[config.mk]
export PLATFORM = sky130hd
export DESIGN_NAME = axis_rx_dst_filter
export DESIGN_NICKNAME = d
export VERILOG_FILES = /design/src/rtl/axis_rx_dst_filter.sv
export SDC_FILE = /design/constraint.sdc
export NUM_CORES = 1
export LEC_CHECK = 0
export ABC_AREA = 1
export BUFFER_PORTS_ARGS = -buffer_cell sky130_fd_sc_hd__buf_2
export CORE_AREA = 10 10 174 176
export DETAILED_ROUTE_END_ITERATION = 8
export DIE_AREA = 0 0 184 186
export GPL_ROUTABILITY_DRIVEN = 0
export GPL_TIMING_DRIVEN = 0
export PLACE_DENSITY = 0.76
export SLEW_MARGIN = 20
export SYNTH_ARGS = -nofsm -noshare
export SYNTH_HDL_FRONTEND = slang
export SYNTH_SLANG_ARGS = --single-unit
[constraint.sdc]
create_clock -name clk -period 8.94 [get_ports clk]
set_clock_uncertainty 0.05 [all_clocks]
set_input_delay 0.447 -clock clk [delete_from_list [all_inputs] [get_ports clk]]
set_output_delay 0.447 -clock clk [all_outputs]
set_load 0.05 [all_outputs]
[src/rtl/axis_rx_dst_filter.sv]
// Rx destination-MAC filter: forwards local/broadcast (or all, in promiscuous mode) frames
// through a one-stage output slice and drops the rest whole. Optional macro: RX_DST_FILTER_MCAST_EN.
module axis_rx_dst_filter #(
  parameter logic [47:0] LOCAL_MAC = 48'h000000000000,
  parameter int unsigned CNT_W     = 32
) (
  input  logic               clk,
  input  logic               rst,
  input  logic               promisc,
  input  logic [63:0]        s_axis_tdata,
  input  logic [7:0]         s_axis_tstrb,
  input  logic [127:0]       s_axis_tuser,
  input  logic               s_axis_tvalid,
  input  logic               s_axis_tlast,
  output logic               s_axis_tready,
  output logic [63:0]        m_axis_tdata,
  output logic [7:0]         m_axis_tstrb,
  output logic [127:0]       m_axis_tuser,
  output logic               m_axis_tvalid,
  output logic               m_axis_tlast,
  input  logic               m_axis_tready,
  output logic [CNT_W-1:0]   fwd_cnt,
  output logic [CNT_W-1:0]   drop_cnt
);

  localparam int unsigned DATA_W = 64;
  localparam int unsigned STRB_W = 8;
  localparam int unsigned USER_W = 128;
  localparam int unsigned MAC_W  = 48;

  typedef enum logic [1:0] {S_HEAD, S_FWD, S_DROP} state_t;

  state_t              state_q;
  logic [DATA_W-1:0]   tdata_q;
  logic [STRB_W-1:0]   tstrb_q;
  logic [USER_W-1:0]   tuser_q;
  logic                tvalid_q;
  logic                tlast_q;
  logic [CNT_W-1:0]    fwd_cnt_q;
  logic [CNT_W-1:0]    drop_cnt_q;

  logic [MAC_W-1:0]    dst;
  logic                mcast_hit;
  logic                pass;
  logic                runt;
  logic                keep;
  logic                out_free;
  logic                accept;
  logic                head_beat;
  logic                fwd_beat;

  assign dst = s_axis_tdata[MAC_W-1:0];

`ifdef RX_DST_FILTER_MCAST_EN
  assign mcast_hit = dst[0];
`else
  assign mcast_hit = 1'b0;
`endif

  assign pass = promisc | mcast_hit | (dst == LOCAL_MAC) | (dst == {MAC_W{1'b1}});
  // A first beat must carry the whole destination address, otherwise it is a runt.
  assign runt = (s_axis_tstrb[5:0] != 6'h3F);
  assign keep = pass & ~runt;

  assign out_free      = ~tvalid_q | m_axis_tready;
  assign s_axis_tready = (state_q == S_DROP) | out_free;
  assign accept        = s_axis_tvalid & s_axis_tready;
  assign head_beat     = accept & (state_q == S_HEAD);
  assign fwd_beat      = accept & ((state_q == S_FWD) | ((state_q == S_HEAD) & keep));

  always_ff @(posedge clk or posedge rst) begin
    if (rst) begin
      state_q    <= S_HEAD;
      tdata_q    <= '0;
      tstrb_q    <= '0;
      tuser_q    <= '0;
      tvalid_q   <= 1'b0;
      tlast_q    <= 1'b0;
      fwd_cnt_q  <= '0;
      drop_cnt_q <= '0;
    end else begin
      // Output slice: load on a forwarded beat, otherwise drain when taken downstream.
      if (fwd_beat) begin
        tdata_q  <= s_axis_tdata;
        tstrb_q  <= s_axis_tstrb;
        tuser_q  <= s_axis_tuser;
        tlast_q  <= s_axis_tlast;
        tvalid_q <= 1'b1;
      end else if (m_axis_tready) begin
        tvalid_q <= 1'b0;
      end

      if (head_beat) begin
        if (keep) fwd_cnt_q  <= fwd_cnt_q + CNT_W'(1);
        else      drop_cnt_q <= drop_cnt_q + CNT_W'(1);
      end

      if (accept) begin
        case (state_q)
          S_HEAD: begin
            if (!s_axis_tlast) state_q <= keep ? S_FWD : S_DROP;
          end
          S_FWD, S_DROP: begin
            if (s_axis_tlast) state_q <= S_HEAD;
          end
          default: state_q <= S_HEAD;
        endcase
      end
    end
  end

  assign m_axis_tdata  = tdata_q;
  assign m_axis_tstrb  = tstrb_q;
  assign m_axis_tuser  = tuser_q;
  assign m_axis_tvalid = tvalid_q;
  assign m_axis_tlast  = tlast_q;
  assign fwd_cnt       = fwd_cnt_q;
  assign drop_cnt      = drop_cnt_q;

endmodule
==> metrics.txt, run 1 <==
status=complete, no violations; Yosys cell types=22; clock root cell=clkbuf_16; clock share of power=30.1%; area of placed instances=15270 um^2; fin crit period=2.430 ns; initial drt markers=1112; GRT met1 Usage=31.34%; share of the synthesized area in the top cell type=53.99%; FF-to-FF setup slack=6.51 ns; pre-CTS setup slack=6.418 ns; Adder-Cell Fraction of Synth Area=0.5036%; Std-Cell Rows=60; clock transition at the registers of the reported paths=0.07 ns; Slew Viols, Final=0; DR WL/cell=19.12 um; vias per inst=5.174; placed insts=2373; Net Sw Power=0.001740 W; Post-Layout Cell Count=2441; pwr/cell area=260.0 nW/um^2; Global Route met2 Usage=43.17%; Design Power=0.004253 W; DRC viols=0; fin area=16360 um^2; worst min path class=input pin to register; final net count=2276; Core ar.=26730 um^2; total number of yosys warnings=0; switch share=40.91%; Layout area overhead=31.67%; Post-Route WL=46660 um; Worst Reg-to-Reg Cells=10; pin count of the biggest net entering global routing=95; Detailed Routing Iterations Pass 1=5; fmax=411.6 MHz; WS Path Type=register to register; maximum vdd drop=0.0001832 V; IO Port Bufs=472; end of the worst register-to-register path=m_axis_tuser[24]$_DFFE_PP0P_; met3 usage=8.345%; initial antenna violation count=15; Tot GR Track Use=26.36%; Slew headroom=56.92%; Crit. End Element=register; vias=12630; cell family with the largest share of critical-path delay=buffers and inverters; Routed Antenna Nets=0; synth top area cells=dfrtp_1 54%, nand2_1 19%, nand3_1 9.9%, nor2_1 3.2%, xor2_1 2.0%; WP buf/inv=4; Cell Int Power=0.002513 W; Hold Crit Depth=3; dpl hpwl=36310 um; Synth Area in Compound Gates=1.571%; sequential share of the synthesized area=53.99%; aggregate global routing overflow=0; # setup viols final=0; Post-Syn Area per Cell=7.973 um^2; Syn Std Cell Area=12420 um^2; Die Wd=184 um; post-synthesis mux area share=0%; crit path DAT=2.87 ns; CP max stage delay=0.52 ns; vias in the first global route=12510; Min-Delay Endpoint=m_axis_tuser[48]$_DFFE_PP0P_; worst-margin pin slew=0.6462 ns; worst r2r src=state_q[0]$_DFFE_PP0P_; post-cts sizing count=0; simple-gate share of the synthesized area=34.89%; initial core utilization=46.48%; sequential share of power=36.8%; share of post-route cells with drive strength above 1=27.89%; synthesized instance count=1558; Final Hold Fails=0; CTS H-tree depth=1; maxcap violations=0; #FFs+latches synth=268; largest family of logic cells by synthesized area=simple AND/OR/NAND/NOR gates; Pleak=9.450 nW; post-synth net total=1769; Clock Path Buffers=3; WP data required=9.38 ns; RSZ-0062 raised after global routing=no; CTS buffer count=30; Setup Buffers After CTS=0; Ports=473; die height=186 um; startpoint types=register; crit-path max FO=10; global route hottest layer=met2; cells along the critical path=inv_1 -> ha_1 -> or2_1 -> nand2_1 -> inv_1 -> nand2_2 -> buf_2 -> buf_1 -> nand3_1 -> nand2_1; fin crit share=27.18%; cell taking the most area after synthesis=dfrtp_1; die area=34220 um^2; Core Util, Final=61.20%; CTS sink count=268; XOR/XNOR share of the synthesized area=3.948%; min-delay src=s_axis_tuser[48]; Clock Latency Late Sink=0.56 ns; setup ws final=6.510 ns; CTS tree=yes; first-pass GRT wire length=70870 um; power share of the combinational group=33.1%; Critical Path Slowest Stage Cell=buf_1; hold-fix buffers at CTS=1
-- per-stage QoR --
step           hold slack, ns  TNS [ns]
6_report              0.02938         0
3_5_place_dp           0.4377         0
5_1_grt               0.01180         0
3_3_place_gp           0.4349   -515.08
4_1_cts              0.004683         0
2_1_floorplan          0.4275         0
-- logic make-up after synthesis --
kind of cell / count (synthesis)
buf+inv: 145
flops: 268
compound gates: 39
xor+xnor: 56
fa+ha+maj: 5
simple gates: 1045
-- sequential cells by signal, indices dropped and copies added (netlist names) --
name,cells
m_axis_tuser,128
m_axis_tdata,64
drop_cnt,32
fwd_cnt,32
m_axis_tstrb,8
state_q,2
m_axis_tlast,1
m_axis_tvalid,1
-- power groups by stage --
stage	sequential (W)	combinational (W)	clock, W
6_report	0.00156	0.00141	0.00128
5_1_grt	0.00159	0.00149	0.00136
4_1_cts	0.00156	0.00142	0.00130
3_5_place_dp	0.00157	0.00142	0
3_3_place_gp	0.00157	0.00140	0
2_1_floorplan	0.00230	0.000264	0
-- routing by layer --
layer	vias up	routed length, um
met1	5935	17800
met3	118	4321
met5	-	27
li1	5988	-
met4	4	1824
met2	584	22690
-- worst max-delay path by stage --
stage	startpoint	end	slack, ns	cells past startpoint
3_5_place_dp	s_axis_tdata[23]	m_axis_tuser[107]$_DFFE_PP0P_	6.42	13
5_1_grt	state_q[0]$_DFFE_PP0P_	m_axis_tuser[102]$_DFFE_PP0P_	6.29	10
2_1_floorplan	rst	drop_cnt[0]$_DFFE_PP0P_	1.06	1
6_report	state_q[0]$_DFFE_PP0P_	m_axis_tuser[24]$_DFFE_PP0P_	6.51	10
4_1_cts	state_q[0]$_DFFE_PP0P_	m_axis_tuser[107]$_DFFE_PP0P_	6.45	10
3_3_place_gp	rst	m_axis_tuser[29]$_DFFE_PP0P_	-1.94	2
-- Yosys cell counts --
master and count:
buf_1 18, buf_2 46, buf_4 6, buf_6 1, clkbuf_1 10, clkbuf_2 1
dfrtp_1 268, ha_1 5, inv_1 63, nand2_1 645, nand2_2 3, nand3_1 245
nand3_2 2, nand3b_1 3, nand4_1 16, nor2_1 105, nor3_1 25, o21ai_0 29
o21ai_1 10, or2_1 1, xnor2_1 27, xor2_1 29
-- layout make-up --
type                    count  area (um^2)
inverters                  63        244.0
clock inverters             2        35.03
clock buffers              52         1005
plain buffers              82        396.6
repair buffers            475         2427
well taps                 341        426.7
multi-input cells        1145         5082
diodes                     13        32.53
fillers                  2419        10370
flip-flops and latches    268         6706
-- placed cells by master, fill, tap and decap left out --
cell type	netlist	final
buf_2	46	518
clkbuf_8	0	15
diode_2	0	13
nand3b_1	3	3
nand2_1	645	645
nand3_2	2	2
buf_1	18	18
clkbuf_1	10	16
buf_6	1	1
clkinv_2	0	1
dfrtp_1	268	268
nand4_1	16	16
nand3_1	245	245
nor3_1	25	25
or2_1	1	1
ha_1	5	5
nor2_1	105	105
bufinv_16	0	1
clkbuf_2	1	1
inv_1	63	62
nand2_2	3	3
o21ai_0	29	29
o21ai_1	10	10
clkbuf_16	0	31
buf_16	0	2
dlygate4sd3_1	0	1
xor2_1	29	29
buf_4	6	6
xnor2_1	27	27
inv_8	0	1
-- tightest hold or removal path: stages --
cell,delay [ns]
buf_2,0.07
nand2_1,0.04
nand2_1,0.04
(Power assumes the default switching activity.)
==> inputs of run 2 (changes only) <==
--- a/config.mk
+++ b/config.mk
@@ -7,12 +7,13 @@
 export LEC_CHECK = 0
 export ABC_AREA = 1
 export BUFFER_PORTS_ARGS = -buffer_cell sky130_fd_sc_hd__buf_2
-export CORE_AREA = 10 10 174 176
+export CORE_ASPECT_RATIO = 1.25
+export CORE_MARGIN = 10
+export CORE_UTILIZATION = 45
 export DETAILED_ROUTE_END_ITERATION = 8
-export DIE_AREA = 0 0 184 186
 export GPL_ROUTABILITY_DRIVEN = 0
 export GPL_TIMING_DRIVEN = 0
-export PLACE_DENSITY = 0.76
+export PLACE_DENSITY = 0.77
 export SLEW_MARGIN = 20
 export SYNTH_ARGS = -nofsm -noshare
 export SYNTH_HDL_FRONTEND = slang
==> constraint.sdc (replaced) <==
create_clock -name clk -period 2 [get_ports clk]
set_clock_uncertainty 0.05 [all_clocks]
set_input_delay 0.1 -clock clk [delete_from_list [all_inputs] [get_ports clk]]
set_output_delay 0.1 -clock clk [all_outputs]
set_load 0.05 [all_outputs]
==> run 2 against run 1 <==
Net effect: the flow now finishes with violations (setup timing); hold slack got worse by 0.0077 ns; register-to-register slack got worse by 6.5 ns; cell count rose by 8.6%; clock power grew to 4.0 times the previous value; flip-flop and latch count unchanged; via count is 15% higher; total power grew to 4.5 times the previous value; first-iteration DRC count up 23%; design area grew 14%; non-clock buffer count rose by 211; core utilization rose by 8.2 points; setup slack worse by 6.5 ns.
==> metrics.txt, run 2 (synthesis gave the netlist of run 1 again) <==
pwr/cell area=1022 nW/um^2; Slew Viols, Final=0; FF-to-FF setup slack=-0.03 ns; worst min path class=input pin to register; Pleak=10.44 nW; fin crit period=2.030 ns; clock transition at the registers of the reported paths=0.06 ns; setup ws final=-0.02953 ns; Clock Latency Late Sink=0.54 ns; WP data required=2.41 ns; startpoint types=register; Std-Cell Rows=67; Core ar.=26990 um^2; CTS tree=yes; Slew headroom=59.55%; Post-Route WL=55390 um; Worst Reg-to-Reg Cells=10; clock root cell=clkbuf_16; final net count=2486; vias per inst=5.496; status=finished with violations; maxcap violations=0; dpl hpwl=37030 um; initial core utilization=46.02%; Crit. End Element=register; vias=14570; crit-path max FO=10; Post-Layout Cell Count=2651; Setup TNS=-0.02953 ns; Critical Path Sink=m_axis_tstrb[4]$_DFFE_PP0P_; Die Wd=168.6 um; vias in the first global route=15000; die height=205.8 um; RSZ-0062 raised after global routing=yes; commonest non-fill, non-tap cells in the layout=641 x nand2_1, 480 x buf_2, 266 x dfrtp_1, 243 x nand3_1, 204 x dlygate4sd3_1; CTS buffer count=29; Layout area overhead=50.76%; fin crit share=101.5%; first-pass GRT wire length=84150 um; CTS sink count=268; pin count of the biggest net entering global routing=34; WS Path Type=register to register; initial drt markers=1371; Ports=473; worst r2r src=state_q[0]$_DFFE_PP0P_; placed insts=2384; crit path DAT=2.44 ns; Routed Antenna Nets=0; end of the worst register-to-register path=m_axis_tstrb[4]$_DFFE_PP0P_; Tot GR Track Use=30.34%; WHS=0.02167 ns; IO Port Bufs=472; Clock Path Buffers=3; CTS H-tree depth=1; initial antenna violation count=11; DR WL/cell=20.89 um; max reg flops=128; share of post-route cells with drive strength above 1=27.42%; Design Power=0.01914 W; aggregate global routing overflow=0; Worst Setup SP=state_q[0]$_DFFE_PP0P_; DRC viols=0; Core Util, Final=69.38%; fmax=492.7 MHz; die area=34690 um^2; Final Hold Fails=0; Detailed Routing Iterations Pass 1=6; commonest non-fill, non-tap cell in the layout=nand2_1; worst-margin pin slew=0.6055 ns; maximum vdd drop=0.0009643 V; # setup viols final=1; failing checks=setup timing
==> run 2: stage by stage <==
stage / worst slack [ns] / area [um^2]
final: -0.02953 / 18730
after detailed placement: -0.4347 / 15420
after global routing: -0.09001 / 18720
after global placement: -3.261 / 15220
after CTS: -0.02525 / 18480
after floorplan: -1.689 / 12430
==> run 2: what timing repair did <==
action | in CTS | in global routing
pin swaps | 0 | 1
endpoints found under the hold margin | 284 | 0
gates cloned | 0 | 0
resized for setup | 53 | 78
hold buffers | 204 | 0
endpoints found under the setup margin | 255 | 258
buffers inserted | 0 | 1
==> run 2: worst max-delay path: stages (launching register included) <==
cell and delay (ns):
dfrtp_1 0.35, inv_1 0.06, ha_1 0.19, or2_4 0.26
nand2_2 0.10, nor2_4 0.05, nand3_4 0.12, buf_4 0.24
buf_4 0.22, nand3_1 0.15, nand2_1 0.14
==> run 2: per-layer routing <==
| metal | vias up | GRT usage [%] | routed length [um] |
|---|---|---|---|
| met3 | 343 | 8.761 | 5695 |
| met5 | - | 0 | 0 |
| met2 | 1009 | 50.42 | 26490 |
| li1 | 6405 | - | - |
| met1 | 6812 | 32.55 | 18330 |
| met4 | 0 | 22.01 | 4879 |
==> run 2: layout make-up <==
type	count	area [um^2]
Buffer	82	624.3
Antenna cell	12	30.03
Fill cell	1964	8267
Timing Repair Buffer	686	4614
Multi-Input combinational cell	1145	5172
Sequential cell	268	6709
Clock buffer	44	872.1
Inverter	63	240.2
Clock inverter	6	32.53
Tap cell	345	431.7
==> run 2: worst min path at each step <==
| stage | startpoint | endpoint | slack (ns) | depth (start not counted) |
|---|---|---|---|---|
| after floorplan | s_axis_tdata[0] | m_axis_tdata[0]$_DFFE_PP0P_ | 0.16 | 2 |
| after CTS | s_axis_tvalid | state_q[0]$_DFFE_PP0P_ | 0.03 | 6 |
| after detailed placement | rst | m_axis_tdata[4]$_DFFE_PP0P_ | 0.15 | 2 |
| after global routing | s_axis_tvalid | state_q[1]$_DFFE_PP0P_ | 0.03 | 6 |
| after global placement | s_axis_tuser[64] | m_axis_tuser[64]$_DFFE_PP0P_ | 0.24 | 3 |
| final | s_axis_tvalid | state_q[0]$_DFFE_PP0P_ | 0.02 | 6 |
==> run 2: where the power goes <==
group,internal (W),switching [W]
Combinational,0.00169,0.00523
Sequential,0.00636,0.000682
Clock,0.00297,0.00219
